File: src/rtl/input_debounce.sv
// Per-channel input conditioner: 2-flop synchroniser, stability-counter debounce,
// registered rise/fall pulses and a toggle bit that flips on each rising edge.
module input_debounce #(
  parameter int unsigned WIDTH           = 1,
  parameter int unsigned DEBOUNCE_CYCLES = 500000,
  parameter logic        RESET_LEVEL     = 1'b0
) (
  input  logic             gclk10,
  input  logic             btn_center,
  input  logic [WIDTH-1:0] raw_in,
  output logic [WIDTH-1:0] level,
  output logic [WIDTH-1:0] rise,
  output logic [WIDTH-1:0] fall,
  output logic [WIDTH-1:0] toggle
);

  localparam int unsigned    CntW   = (DEBOUNCE_CYCLES > 1) ? $clog2(DEBOUNCE_CYCLES) : 1;
  localparam logic [CntW-1:0] CntMax = CntW'(DEBOUNCE_CYCLES - 1);
  localparam logic [CntW-1:0] CntOne = CntW'(1);

  logic [WIDTH-1:0]           s1_q, s2_q;
  logic [WIDTH-1:0]           level_q, level_d;
  logic [WIDTH-1:0]           rise_q, rise_d;
  logic [WIDTH-1:0]           fall_q, fall_d;
  logic [WIDTH-1:0]           toggle_q, toggle_d;
  logic [WIDTH-1:0][CntW-1:0] cnt_q, cnt_d;

  // Counter runs only while the synchronised input disagrees with the accepted
  // level; any agreement clears it, so stability always restarts from zero.
  always_comb begin
    level_d  = level_q;
    toggle_d = toggle_q;
    rise_d   = '0;
    fall_d   = '0;
    cnt_d    = '0;
    for (int i = 0; i < int'(WIDTH); i++) begin
      if (s2_q[i] != level_q[i]) begin
        if (cnt_q[i] == CntMax) begin
          level_d[i] = s2_q[i];
          rise_d[i]  = s2_q[i];
          fall_d[i]  = ~s2_q[i];
          if (s2_q[i]) begin
            toggle_d[i] = ~toggle_q[i];
          end
        end else begin
          cnt_d[i] = cnt_q[i] + CntOne;
        end
      end
    end
  end

  always_ff @(posedge gclk10 or posedge btn_center) begin
    if (btn_center) begin
      s1_q     <= {WIDTH{RESET_LEVEL}};
      s2_q     <= {WIDTH{RESET_LEVEL}};
      level_q  <= {WIDTH{RESET_LEVEL}};
      toggle_q <= {WIDTH{RESET_LEVEL}};
      rise_q   <= '0;
      fall_q   <= '0;
      cnt_q    <= '0;
    end else begin
      s1_q     <= raw_in;
      s2_q     <= s1_q;
      level_q  <= level_d;
      toggle_q <= toggle_d;
      rise_q   <= rise_d;
      fall_q   <= fall_d;
      cnt_q    <= cnt_d;
    end
  end

  assign level  = level_q;
  assign rise   = rise_q;
  assign fall   = fall_q;
  assign toggle = toggle_q;

endmodule
File: config.mk
export PLATFORM = sky130hd
export DESIGN_NAME = input_debounce
export DESIGN_NICKNAME = d
export VERILOG_FILES = /design/src/rtl/input_debounce.sv
export SDC_FILE = /design/constraint.sdc
export NUM_CORES = 1
export LEC_CHECK = 0
export CAP_MARGIN = 20
export CORE_ASPECT_RATIO = 0.9
export CORE_UTILIZATION = 61
export CTS_CLUSTER_SIZE = 8
export DETAILED_ROUTE_END_ITERATION = 7
export PLACE_DENSITY = 0.81
export SYNTH_ARGS = -nofsm -noshare
export SYNTH_HDL_FRONTEND = slang
export SYNTH_SLANG_ARGS = --single-unit
File: constraint.sdc
create_clock -name gclk10 -period 2.9 [get_ports gclk10]
set_input_delay 0.58 -clock gclk10 [delete_from_list [all_inputs] [get_ports gclk10]]
set_output_delay 0.58 -clock gclk10 [all_outputs]
set_load 0.1 [all_outputs]
==> results.tsv <==
stage	metric	value	unit
run_status	outcome	finished, final reports clean	
clock_tree	CTS sink count	25	
timing	Final Critical Period	2.08	ns
yosys	count leader, synth	dfrtp_1	
final_layout	antenna cells	0	
timing	Slew HR	41.0	%
setup_path	Crit Path Max Fanout	17	
setup_path	CP delay by family, top	simple AND/OR/NAND/NOR gates	
floorplanning	Total Die Area	0.00212	mm²
routing	Routed WL	1930	µm
setup_path	critical path class	reg -> reg	
floorplanning	Starting Density	67.6	%
yosys	Synth Register Bits	25	
placement	port bufs	6	
routing	drt first pass iters	6	
clock_tree	CTS resizes	0	
yosys	syn avg cell area	10.6	µm²
floorplanning	Die W	48.5	µm
yosys	syn_nets	117	
floorplanning	Std-Cell Rows	14	
setup_path	WP data arrival	2.26	ns
power_and_ir_drop	total power	0.533	mW
timing	Final Hold Violating Endpoints	0	
yosys	Async S/R FF share, synth	100	%
floorplanning	core box area	0.00175	mm²
power_and_ir_drop	maximum VDD drop	0.465	mV
routing	vias per cell	5.78	
clock_tree	clock buffer depth	2	
global_routing	first-pass GRT wire length	3540	µm
yosys	Commonest cells post-synth	25 x dfrtp_1, 19 x nor2_1, 10 x xnor2_1, 7 x inv_1, 7 x nand3_1	
timing	clk_skew	0.0139	ns
setup_path	CP required	3.09	ns
yosys	Yosys top cell area share	52.8	%
power_and_ir_drop	Leak	0.530	nW
floorplanning	I/O Pins	7	
global_routing	Global Route Usage Sum	22.9	%
setup_path	Cell Chain, Critical Path	or4b_1 > nor4_2 > a21o_1 > nor2_1	
yosys	Post-Syn Area	0.00118	mm²
timing	fmax	482	MHz
timing	Worst Tran Pin Value	0.884	ns
clock_tree	root buffer cell	clkbuf_4	
setup_path	CP peak stage delay	0.54	ns
global_routing	vias in the first global route	801	
placement	HPWL Detailed	1340	µm
setup_path	buffers and inverters on the worst path	0	
setup_path	CP Launch Type	flop	
yosys	Mapped Cells	112	
setup_path	crit path capture type	flop	
placement	GP Congestion	0.846	
run	max-cap viol count	0	
yosys	Distinct cells, synth	25	
clock_tree	CTS Hold Bufs	0	
yosys	post-synthesis sequential area ratio	52.8	%
final_layout	nets@finish	126	
yosys	Synth Warn #	0	
final_layout	layout cells sized above 1	9.17	%
routing	antenna viol nets, final	0	
clock_tree	clk_lat worst skew	0.32	ns
global_routing	antenna violations before repair	0	
routing	DR vias	833	
yosys	Main synth FF type	dfrtp_1	
yosys	number of synthesized flops with an enable pin	0	
clock_tree	htree depth	1	
routing	drc violations	0	
timing	Setup-failing EPs final	0	
worst_hold_path	worst min path class	reg -> reg	
setup_path	CP max-delay cell	or4b_1	
timing	unrepaired setup endpoints after global routing	false	
timing	Slew Limit Fails	0	
clock_tree	CTS tree	yes	
routing	Routed WL per cell	13.4	µm
floorplanning	chip height	43.8	µm
global_routing	pin count of the biggest net entering global routing	26	
clock_tree	Post-CTS Setup Inserts	0	
yosys	cell accounting for the most synthesized area	dfrtp_1	
clock_tree	total CTS buffers	3	
power_and_ir_drop	Power Density	421	mW/mm²
yosys	most area-consuming cells after synthesis	dfrtp_1 53%, xnor2_1 7.4%, nor2_1 6.0%, xor2_1 3.7%, nand3_1 3.0%	
routing	DRT iter0 DRCs	13	
timing	Final Cycle Share	71.6	%
final_layout	Area Overhead vs Synth	6.97	%
timing	Setup Total Neg Slack	0	ns
clock_tree	Worst-path clk slew	0.14	ns
global_routing	Overflow after GRT	0	
-- routing by layer --
metal	vias to the layer above	track usage, %	wire length (µm)
li1	405	-	-
met1	401	30.6	924
met2	21	37.2	884
met3	6	7.37	97
met4	0	5.29	27
met5	-	0	0
-- registers in the layout, indices dropped and copies added (netlist names) --
signal	flops
cnt_q	19
fall	1
level	1
rise	1
s1_q	1
s2_q	1
toggle	1
-- final timing paths --
path	startpoint	end	slack [ns]	cells past startpoint
worst max register to register	cnt_q[7]	cnt_q[14]	0.82	4
worst min register to register	s1_q	s2_q	0.37	0
min in group asynchronous	btn_center	cnt_q[17]	0.73	2
worst max-delay path	cnt_q[7]	cnt_q[14]	0.82	4
worst min-delay path	s1_q	s2_q	0.37	0
max in group asynchronous	btn_center	cnt_q[4]	1.61	2
-- final cells by class --
type	count	area [µm²]
Tap cell	24	30.0
Sequential cell	25	626
Timing Repair Buffer	7	57.6
Clock inverter	1	7.51
Fill cell	149	484
Clock buffer	3	22.5
Multi-Input combinational cell	77	498
Inverter	7	26.3
-- worst reg2reg max path: cells and delay by family, from the launching register on --
family | cells | cell delay (ns)
AND/OR/NAND/NOR | 3 | 1.00
AO/OA/AOI/OAI | 1 | 0.50
flip-flops | 1 | 0.44
-- stage by stage --
stage | worst slack (ns) | area [µm²] | instances | hold WS [ns] | util, %
finish | 0.824 | 1270 | 144 | 0.372 | 72.4
detailed placement | 0.871 | 1240 | 140 | 0.342 | 70.6
global route | 0.689 | 1270 | 144 | 0.393 | 72.4
CTS | 0.850 | 1270 | 144 | 0.380 | 72.4
global placement | 0.887 | 1240 | 140 | 0.346 | 70.6
floorplan | 0.943 | 1180 | 112 | 0.331 | -
-- report_power, final --
group | internal (mW) | switching, mW | leakage, nW
sequential | 0.353 | 0.00461 | 0.342
clock | 0.0527 | 0.102 | 0.0139
combinational | 0.00692 | 0.0140 | 0.174
total | 0.413 | 0.120 | 0.530
-- cells by family (layout without fill, tap and decap cells) --
group | Yosys count | count (layout) | synth area share [%]
compound gates | 7 | 7 | 4.12
buf+inv | 10 | 18 | 5.17
xor+xnor | 15 | 15 | 11.1
fa+ha+maj | 2 | 2 | 2.11
mux | 1 | 1 | 0.845
flops | 25 | 25 | 52.8
simple gates | 52 | 52 | 23.9
-- cells in the final DEF, fill, tap and decap left out, types with 2 or more instances in the layout --
cell type / instances
and4_1: 2
nand3_1: 7
xor2_1: 5
o41ai_1: 3
inv_1: 7
xnor2_1: 10
nand2_1: 4
nand3b_1: 2
nor2_1: 19
clkbuf_4: 3
buf_4: 5
nor4_1: 3
nand4_1: 4
dfrtp_1: 25
clkdlybuf4s50_1: 2
ha_1: 2
a21oi_1: 3
nor3_1: 4
or4b_1: 3
(Power assumes the default switching activity.)
